[src/rtl/multicycle_control_if.sv]
// multicycle_control_if: instruction-register fields, ALU zero flag and
// datapath control bundle between the multicycle control unit and datapath.
// master = control unit, slave = datapath / instruction register.
interface multicycle_control_if;
  logic [6:0] op;
  logic [2:0] funct3;
  logic       funct7b5;
  logic       zero;
  logic       pc_write;
  logic       adr_src;
  logic       mem_write;
  logic       ir_write;
  logic [1:0] result_src;
  logic [1:0] alu_src_a;
  logic [1:0] alu_src_b;
  logic [2:0] imm_src;
  logic       reg_write;
  logic [3:0] alu_control;
  logic       illegal;

  modport master (
    input  op, funct3, funct7b5, zero,
    output pc_write, adr_src, mem_write, ir_write, result_src,
           alu_src_a, alu_src_b, imm_src, reg_write, alu_control, illegal
  );

  modport slave (
    output op, funct3, funct7b5, zero,
    input  pc_write, adr_src, mem_write, ir_write, result_src,
           alu_src_a, alu_src_b, imm_src, reg_write, alu_control, illegal
  );
endinterface

[src/rtl/multicycle_control.sv]
// multicycle_control: RV32I multicycle control FSM. Moore outputs decoded from
// the registered state and IR fields; BRANCH pc_write is the single Mealy term
// (combinational from zero). Define ILLEGAL_TRAP_EN to trap unknown opcodes in
// a sticky ILLEGAL state; otherwise unknown opcodes execute as a 2-cycle NOP.
module multicycle_control (
  input  logic                        clk,
  input  logic                        reset,
  multicycle_control_if.master        bus
);

  localparam logic [6:0] OP_LOAD  = 7'b0000011;
  localparam logic [6:0] OP_STORE = 7'b0100011;
  localparam logic [6:0] OP_R     = 7'b0110011;
  localparam logic [6:0] OP_I     = 7'b0010011;
  localparam logic [6:0] OP_BR    = 7'b1100011;
  localparam logic [6:0] OP_JAL   = 7'b1101111;
  localparam logic [6:0] OP_JALR  = 7'b1100111;
  localparam logic [6:0] OP_LUI   = 7'b0110111;
  localparam logic [6:0] OP_AUIPC = 7'b0010111;

  localparam logic [3:0] ALU_AND  = 4'b0000;
  localparam logic [3:0] ALU_OR   = 4'b0001;
  localparam logic [3:0] ALU_ADD  = 4'b0010;
  localparam logic [3:0] ALU_SRA  = 4'b0011;
  localparam logic [3:0] ALU_SUB  = 4'b0110;
  localparam logic [3:0] ALU_SLT  = 4'b0111;
  localparam logic [3:0] ALU_SLL  = 4'b1000;
  localparam logic [3:0] ALU_SRL  = 4'b1001;
  localparam logic [3:0] ALU_XOR  = 4'b1010;
  localparam logic [3:0] ALU_BGE  = 4'b1011;
  localparam logic [3:0] ALU_GEU  = 4'b1101;
  localparam logic [3:0] ALU_SLTU = 4'b1111;

  localparam logic [2:0] IMM_I = 3'b000;
  localparam logic [2:0] IMM_S = 3'b001;
  localparam logic [2:0] IMM_B = 3'b010;
  localparam logic [2:0] IMM_J = 3'b011;
  localparam logic [2:0] IMM_U = 3'b100;

  typedef enum logic [3:0] {
    S_FETCH, S_DECODE, S_MEMADR, S_MEMREAD, S_MEMWB, S_MEMWRITE,
    S_EXECR, S_EXECI, S_ALUWB, S_BRANCH, S_JALR, S_JAL, S_LUI, S_AUIPC
`ifdef ILLEGAL_TRAP_EN
    , S_ILLEGAL
`endif
  } state_t;

  state_t state_q, state_d;

  logic [3:0] funct_alu;
  logic [3:0] branch_alu;
  logic       branch_taken;

  // ALU op for R/I arithmetic and for branch compare, plus the taken condition
  always_comb begin
    funct_alu    = ALU_ADD;
    branch_alu   = ALU_ADD;
    branch_taken = 1'b0;
    case (bus.funct3)
      3'b000: funct_alu = (bus.op == OP_R && bus.funct7b5) ? ALU_SUB : ALU_ADD;
      3'b001: funct_alu = ALU_SLL;
      3'b010: funct_alu = ALU_SLT;
      3'b011: funct_alu = ALU_SLTU;
      3'b100: funct_alu = ALU_XOR;
      3'b101: funct_alu = bus.funct7b5 ? ALU_SRA : ALU_SRL;
      3'b110: funct_alu = ALU_OR;
      default: funct_alu = ALU_AND;
    endcase
    case (bus.funct3)
      3'b000: begin branch_alu = ALU_SUB;  branch_taken = bus.zero;  end
      3'b001: begin branch_alu = ALU_SUB;  branch_taken = !bus.zero; end
      3'b100: begin branch_alu = ALU_SLT;  branch_taken = !bus.zero; end
      3'b101: begin branch_alu = ALU_BGE;  branch_taken = !bus.zero; end
      3'b110: begin branch_alu = ALU_SLTU; branch_taken = !bus.zero; end
      3'b111: begin branch_alu = ALU_GEU;  branch_taken = !bus.zero; end
      default: begin branch_alu = ALU_ADD; branch_taken = 1'b0;      end
    endcase
  end

  // Next-state selection; DECODE dispatches on the opcode
  always_comb begin
    state_d = S_FETCH;
    case (state_q)
      S_FETCH:  state_d = S_DECODE;
      S_DECODE: begin
        case (bus.op)
          OP_LOAD, OP_STORE: state_d = S_MEMADR;
          OP_R:     state_d = S_EXECR;
          OP_I:     state_d = S_EXECI;
          OP_BR:    state_d = S_BRANCH;
          OP_JAL:   state_d = S_JAL;
          OP_JALR:  state_d = S_JALR;
          OP_LUI:   state_d = S_LUI;
          OP_AUIPC: state_d = S_AUIPC;
`ifdef ILLEGAL_TRAP_EN
          default:  state_d = S_ILLEGAL;
`else
          default:  state_d = S_FETCH;
`endif
        endcase
      end
      S_MEMADR:   state_d = (bus.op == OP_LOAD) ? S_MEMREAD : S_MEMWRITE;
      S_MEMREAD:  state_d = S_MEMWB;
      S_EXECR, S_EXECI, S_LUI, S_AUIPC, S_JAL: state_d = S_ALUWB;
      S_JALR:     state_d = S_JAL;
`ifdef ILLEGAL_TRAP_EN
      S_ILLEGAL:  state_d = S_ILLEGAL;
`endif
      default:    state_d = S_FETCH;
    endcase
  end

  // State register; reset forces FETCH
  always_ff @(posedge clk) begin
    if (reset) state_q <= S_FETCH;
    else       state_q <= state_d;
  end

  // Output decode from state and IR fields; reset blanks every output
  always_comb begin
    bus.pc_write    = 1'b0;
    bus.adr_src     = 1'b0;
    bus.mem_write   = 1'b0;
    bus.ir_write    = 1'b0;
    bus.result_src  = 2'b00;
    bus.alu_src_a   = 2'b00;
    bus.alu_src_b   = 2'b00;
    bus.imm_src     = 3'b000;
    bus.reg_write   = 1'b0;
    bus.alu_control = ALU_ADD;
    bus.illegal     = 1'b0;
    case (state_q)
      S_FETCH: begin
        bus.ir_write = 1'b1; bus.alu_src_b = 2'b10;
        bus.result_src = 2'b10; bus.pc_write = 1'b1;
      end
      S_DECODE: begin
        bus.alu_src_a = 2'b01; bus.alu_src_b = 2'b01;
        bus.imm_src = (bus.op == OP_JAL) ? IMM_J : IMM_B;
      end
      S_MEMADR: begin
        bus.alu_src_a = 2'b10; bus.alu_src_b = 2'b01;
        bus.imm_src = (bus.op == OP_LOAD) ? IMM_I : IMM_S;
      end
      S_MEMREAD:  bus.adr_src = 1'b1;
      S_MEMWB:    begin bus.result_src = 2'b01; bus.reg_write = 1'b1; end
      S_MEMWRITE: begin bus.adr_src = 1'b1; bus.mem_write = 1'b1; end
      S_EXECR: begin
        bus.alu_src_a = 2'b10; bus.alu_control = funct_alu;
      end
      S_EXECI: begin
        bus.alu_src_a = 2'b10; bus.alu_src_b = 2'b01;
        bus.imm_src = IMM_I; bus.alu_control = funct_alu;
      end
      S_ALUWB:    bus.reg_write = 1'b1;
      S_BRANCH: begin
        bus.alu_src_a = 2'b10; bus.alu_control = branch_alu;
        bus.pc_write = branch_taken;
      end
      S_JALR: begin
        bus.alu_src_a = 2'b10; bus.alu_src_b = 2'b01; bus.imm_src = IMM_I;
      end
      S_JAL: begin
        bus.alu_src_a = 2'b01; bus.alu_src_b = 2'b10; bus.pc_write = 1'b1;
      end
      S_LUI: begin
        bus.alu_src_a = 2'b11; bus.alu_src_b = 2'b01; bus.imm_src = IMM_U;
      end
      S_AUIPC: begin
        bus.alu_src_a = 2'b01; bus.alu_src_b = 2'b01; bus.imm_src = IMM_U;
      end
`ifdef ILLEGAL_TRAP_EN
      S_ILLEGAL:  bus.illegal = 1'b1;
`endif
      default: ;
    endcase
    if (reset) begin
      bus.pc_write    = 1'b0;
      bus.adr_src     = 1'b0;
      bus.mem_write   = 1'b0;
      bus.ir_write    = 1'b0;
      bus.result_src  = 2'b00;
      bus.alu_src_a   = 2'b00;
      bus.alu_src_b   = 2'b00;
      bus.imm_src     = 3'b000;
      bus.reg_write   = 1'b0;
      bus.alu_control = 4'b0000;
      bus.illegal     = 1'b0;
    end
  end

endmodule

[src/flat_wrapper.sv]
// flat-port wrapper written by rule: the top's interface ports become plain ports
module multicycle_control_flat 
  (clk, reset, bus_op, bus_funct3, bus_funct7b5, bus_zero, bus_pc_write, bus_adr_src, bus_mem_write, bus_ir_write, bus_result_src, bus_alu_src_a, bus_alu_src_b, bus_imm_src, bus_reg_write, bus_alu_control, bus_illegal);
  multicycle_control_if bus_i ();
  input  logic clk;
  input  logic reset;
  input wire logic [$bits(bus_i.op)-1:0] bus_op;
  input wire logic [$bits(bus_i.funct3)-1:0] bus_funct3;
  input wire logic [$bits(bus_i.funct7b5)-1:0] bus_funct7b5;
  input wire logic [$bits(bus_i.zero)-1:0] bus_zero;
  output wire logic [$bits(bus_i.pc_write)-1:0] bus_pc_write;
  output wire logic [$bits(bus_i.adr_src)-1:0] bus_adr_src;
  output wire logic [$bits(bus_i.mem_write)-1:0] bus_mem_write;
  output wire logic [$bits(bus_i.ir_write)-1:0] bus_ir_write;
  output wire logic [$bits(bus_i.result_src)-1:0] bus_result_src;
  output wire logic [$bits(bus_i.alu_src_a)-1:0] bus_alu_src_a;
  output wire logic [$bits(bus_i.alu_src_b)-1:0] bus_alu_src_b;
  output wire logic [$bits(bus_i.imm_src)-1:0] bus_imm_src;
  output wire logic [$bits(bus_i.reg_write)-1:0] bus_reg_write;
  output wire logic [$bits(bus_i.alu_control)-1:0] bus_alu_control;
  output wire logic [$bits(bus_i.illegal)-1:0] bus_illegal;
  assign bus_i.op = bus_op;
  assign bus_i.funct3 = bus_funct3;
  assign bus_i.funct7b5 = bus_funct7b5;
  assign bus_i.zero = bus_zero;
  assign bus_pc_write = bus_i.pc_write;
  assign bus_adr_src = bus_i.adr_src;
  assign bus_mem_write = bus_i.mem_write;
  assign bus_ir_write = bus_i.ir_write;
  assign bus_result_src = bus_i.result_src;
  assign bus_alu_src_a = bus_i.alu_src_a;
  assign bus_alu_src_b = bus_i.alu_src_b;
  assign bus_imm_src = bus_i.imm_src;
  assign bus_reg_write = bus_i.reg_write;
  assign bus_alu_control = bus_i.alu_control;
  assign bus_illegal = bus_i.illegal;
  multicycle_control u_core (.clk(clk), .reset(reset), .bus(bus_i));
endmodule
[config.mk]
export PLATFORM = sky130hd
export DESIGN_NAME = multicycle_control_flat
export DESIGN_NICKNAME = d
export VERILOG_FILES = /design/src/rtl/multicycle_control_if.sv /design/src/rtl/multicycle_control.sv /design/src/flat_wrapper.sv
export SDC_FILE = /design/constraint.sdc
export NUM_CORES = 1
export LEC_CHECK = 0
export BUFFER_PORTS_ARGS = -buffer_cell sky130_fd_sc_hd__clkbuf_2
export CAP_MARGIN = 20
export CORE_AREA = 2 2 46 48
export CTS_CLUSTER_SIZE = 25
export DETAILED_ROUTE_END_ITERATION = 16
export DIE_AREA = 0 0 48 50
export PLACE_DENSITY = 0.7
export SLEW_MARGIN = 20
export SYNTH_ARGS = -nofsm -noshare
export SYNTH_HDL_FRONTEND = slang
export SYNTH_SLANG_ARGS = --single-unit
[constraint.sdc]
create_clock -name clk -period 2.1 [get_ports clk]
set_input_delay 0.42 -clock clk [delete_from_list [all_inputs] [get_ports clk]]
set_output_delay 0.42 -clock clk [all_outputs]
set_load 0.01 [all_outputs]
## Yosys cells after proc, flatten, opt, wreduce, memory -nomap -nowiden

Index checks and enable logic that the tools add are counted.

- Register bits: 4
- Bits of input ports: 14
- Output and inout bits: 19
- Word-level logic and storage cells: 76

- Reductions and logical operators: 16
- Eq/ne operators: 29
- Mux-type cells: 30

Operators by type and width:

| kind | number |
|---|---|
| case mux 4 bit (8 select lines) | 1 |
| case mux 4 bit (7 select lines) | 1 |
| == test 4 bit, second input constant | 6 |
| case mux 4 bit (6 select lines) | 1 |
| == test 7 x 6 -> 1 bit, second input constant | 3 |
| == test 7 bit, second input constant | 3 |
| case mux 4 bit (5 select lines) | 1 |
| == test 4 x 3 -> 1 bit, second input constant | 4 |
| OR reduction 5 bit | 3 |
| == test 7 x 5 -> 1 bit, second input constant | 2 |
| OR reduction 2 bit | 7 |
| == test 3 bit, second input constant | 4 |
| 2-to-1 mux 1 bit | 11 |
| 2-to-1 mux 3 bit | 3 |
| case mux 3 bit (3 select lines) | 1 |
| == test 4 x 2 -> 1 bit, second input constant | 2 |
| 2-to-1 mux 4 bit | 2 |
| case mux 2 bit (2 select lines) | 2 |
| case mux 4 bit (2 select lines) | 1 |
| == test 7 x 2 -> 1 bit, second input constant | 1 |
| == test 3 x 2 -> 1 bit, second input constant | 2 |
| 2-to-1 mux 2 bit | 3 |
| case mux 2 bit (3 select lines) | 1 |
| OR reduction 6 bit | 1 |
| 8 further kinds | 9 |

## Longest topological paths before layout

- Word-level depth: 6
- Depth in mapped cells: 5
- Mapped depth without buffers: 4

## Worst setup path after synthesis

Ideal clock, no wire load.

- Kind: input to output
- Start point: input port bus_op[6]
- End point: output port bus_alu_control[2]
- Arrival time: 1,473 ps
- Path slack: 207 ps
- Buffers on the path: 0
- Stages: 4
- Cell sequence: nand3b_1 or3_1 o21a_1 o31ai_1

- Longest elaborated chain between the ends: 6

Ends and longest elaborated chain:

| item | RTL line | source |
|---|---|---|
| start: declaration | flat_wrapper.sv:7 | `input wire logic [$bits(bus_i.op)-1:0] bus_op;` |
| == test 7 x 6 -> 1 bit | multicycle_control.sv:60 | `3'b000: funct_alu = (bus.op == OP_R && bus.funct7b5) ? ALU_SUB : ALU_ADD;` |
| logical AND 1 bit | multicycle_control.sv:60 |  |
| 2-to-1 mux 3 bit | multicycle_control.sv:60 |  |
| case mux 4 bit (7 select lines) | multicycle_control.sv:59 | `case (bus.funct3)` |
| case mux 4 bit (2 select lines) | multicycle_control.sv:132 | `case (state_q)` |
| 2-to-1 mux 4 bit | multicycle_control.sv:177 | `if (reset) begin` |
| end: declaration | flat_wrapper.sv:20 | `output wire logic [$bits(bus_i.alu_control)-1:0] bus_alu_control;` |

Every way passes these cells.

## Worst setup path after layout

- Start point: register u_core.state_q[1]
- End point: output port bus_imm_src[0]

- Longest elaborated chain between the ends: 4
- Elaborated cells on any way between the ends: 7
- Those cells by class: eq/ne (4); mux (2); reduce/logical (1)

Ends and longest elaborated chain:

| item | RTL line | source |
|---|---|---|
| start: declaration | multicycle_control.sv:48 | `state_t state_q, state_d;` |
| start signal: assignment | multicycle_control.sv:116 | `else state_q <= state_d;` |
| == test 4 bit | multicycle_control.sv:132 |  |
| OR reduction 2 bit (no source line) | - |  |
| case mux 3 bit (3 select lines) (*) | multicycle_control.sv:132 |  |
| 2-to-1 mux 3 bit (*) | multicycle_control.sv:177 |  |
| end: declaration | flat_wrapper.sv:18 | `output wire logic [$bits(bus_i.imm_src)-1:0] bus_imm_src;` |

Mark *: on every way between the ends. The rest lies on a longest branch, timed or not.

==> flow_summary.yaml <==
outcome:
  status: "complete, but fails checks"
  violations: "setup timing"
critical_path:
  crit_path_cell_trace: "or4b_4 -> nor2_4 -> nand4_1 -> a221oi_2 -> buf_2"
  slowest_stage: "or4b_4"
  critPathMaxFanout: 2
  crit_family: "simple AND/OR/NAND/NOR gates"
  end_kind: "output pin"
  slowest_delay_ps: 560
  cp-start-kind: "flip-flop"
  r2r-end: "u_core.state_q[2]"
  cp.required_ps: 1680
  r2r_cells: 6
  crit_buf_inv: 1
  path_class: "reg2out"
  reg2reg_slack_ps: 510
  crit-reg2reg-launch: "u_core.state_q[2]"
  cp.arrival_ps: 1710
routing:
  postRouteAntennaNets: 0
  wire_per_inst_um: 12.4
  vias: 977
  drcViolationCount: 0
  firstDrtPassIters: 6
  viasPerCell: 5.49
  drt-total-wl_mm: 2.22
  drt_iter0_markers: 28
synth:
  ys.flop_type: "dfxtp_1"
  yosys_register_bits: 4
  seq_area_frac_synth_pct: 11.1
  yosysUniqueCellTypes: 41
  avgSynthCellArea_sq_um: 6.57
  synth_commonest_cells: "nor2_1, nand2_1, a21oi_1, nand3_1, inv_1"
  yosysMostFrequentCell: "nor2_1"
  synth_edf_count: 0
  synth_top_area_share_pct: 11.1
  syn-instance-count: 110
  async_flop_share_pct: 0
  synth.area.top_cells: "dfxtp_1, nor2_1, a21oi_1"
  syn_nets: 124
  yosysWarnings: 0
  yosysTopAreaCell: "dfxtp_1"
  syn_area_sq_um: 723
worst_hold_path:
  min_path_type: "in2reg"
  hold_path_end: "u_core.state_q[0]"
  worstHoldStart: "bus_op[5]"
  whs_path_depth: 4
cts:
  worstSkewPairLatency_ps: 230
  tritoncts: "done"
  clk_transition_reported_paths_ps: 40
  cts_root_buf: "clkbuf_4"
  h-tree-depth: 1
  clk_path_buf_depth: 2
  clkSinkCount: 4
  numCtsBuffers: 3
die:
  core_sq_um: 1900
  placementRows: 16
  dieArea_sq_um: 2400
  die_h_um: 50
  fp.dieW_um: 48
  initial_core_util_pct: 38.0
  num_io_pins: 33
cells_and_area:
  n_fill_cell: 191
  syn2layout_area_growth_pct: 49.3
  fin_nets: 167
  antennaDiodeCount: 0
  largest-register: "u_core.state_q"
  multi_input_area_sq_um: 626
  reg_top3: "u_core.state_q x4"
  largest_reg_flops: 4
  final_area_sq_um: 1080
  drive_gt1_share_pct: 43.0
  seq_area_sq_um: 83.8
global_route:
  grt_max_degree: 17
  grt-ovfl-total: 0
  antenna_found_initial: 0
  grt_pass1_vias: 853
  grt_pass1_wl_mm: 3.53
  grt_usage_pct: 19.7
timing:
  setup_viol: 1
  clock_skew_ps: 6.24
  setup_ws_ps: -33.8
  rsz0062_at_grt: "true"
  fin_crit_sh_pct: 102
  fin_setup_tns_ps: -33.8
  max_freq_mhz: 469
  maxSlewViolCount: 0
  post-route-min-period_ps: 2130
  hold_violations: 0
placement:
  place_congestion: 0.873
  pre_cts_ws_ps: 1.11
  portBuffers: 31
  hpwl_mm: 1.56
  dpl_cell_area_sq_um: 930
power:
  power_density_nw_per_um2: 275
  ir_drop_mv: 0.200
  leakagePower_nw: 0.475
  fin_total_pwr_mw: 0.297
job:
  cap_violations: 0
what timing repair did:
item | 4_1_cts | 5_1_grt
hold buffers | 0 | 0
endpoints found under the hold margin | 0 | 0
buffers inserted | 5 | 3
cloned | 0 | 0
pin swaps | 5 | 4
endpoints found under the setup margin | 4 | 8
gates resized for setup | 3 | 13
final cells by class:
class	count	area share, %
clock buffers	3	2.09
repair buffers	47	27.0
flip-flops and latches	4	7.76
multi-input cells	91	57.9
well taps	27	3.13
inverters	6	2.09
through the flow:
step	cells	hold WS (ps)	util [%]
after CTS	175	571	53.3
after detailed placement	167	669	48.9
after floorplan	110	564	-
final	178	581	56.8
after global placement	167	669	48.9
after global routing	178	589	56.8
per-layer routing:
layer	wire length (um)	GRT usage [%]
met5	0	0
met4	0	7.66
met3	88	2.56
met2	1110	32.0
met1	1020	25.3
placed cells by master, fill, tap and decap left out, types with 4 or more instances in the layout:
cell / n
nand3_1: 6
nor2_1: 9
o21ai_0: 5
clkbuf_2: 28
nand2_1: 8
nor3_1: 4
buf_4: 14
inv_1: 6
xnor2_1: 4
a21oi_1: 7
worst register-to-register path, stage by stage, from the launching register on:
cell,delay (ps)
dfxtp_2,320
buf_12,120
buf_4,170
xnor2_1,270
mux2i_1,110
or2_2,320
a21oi_1,180
worst max-delay path by stage:
| stage | start | slack, ps | endpoint | cells past startpoint |
|---|---|---|---|---|
| after floorplan | bus_op[6] | 210 | bus_alu_control[2] | 4 |
| after global placement | bus_op[6] | 60 | bus_alu_control[2] | 6 |
| after detailed placement | bus_op[6] | 1 | bus_imm_src[0] | 6 |
| after CTS | u_core.state_q[2] | -70 | bus_imm_src[0] | 5 |
| after global routing | u_core.state_q[1] | -120 | bus_imm_src[0] | 5 |
| final | u_core.state_q[1] | -30 | bus_imm_src[0] | 5 |
cells by family (layout without fill, tap and decap cells):
| logic type | count (synthesis) | count (layout) | share of synthesized area (%) |
|---|---|---|---|
| other | 1 | 1 | 0.519 |
| buffers and inverters | 15 | 56 | 8.99 |
| and+or+nand+nor | 50 | 50 | 39.8 |
| DFF | 4 | 4 | 11.1 |
| AOI/OAI and AO/OA | 34 | 34 | 32.0 |
| muxes | 2 | 2 | 2.77 |
| xor gates and xnor gates | 4 | 4 | 4.84 |
power by group:
group,switching (mW),total [mW],internal (mW)
sequential,0.00112,0.0798,0.0787
clock,0.0294,0.0932,0.0638
combinational,0.0690,0.124,0.0546
total,0.0996,0.297,0.197
No activity file was read; power rests on OpenSTA's default activity.
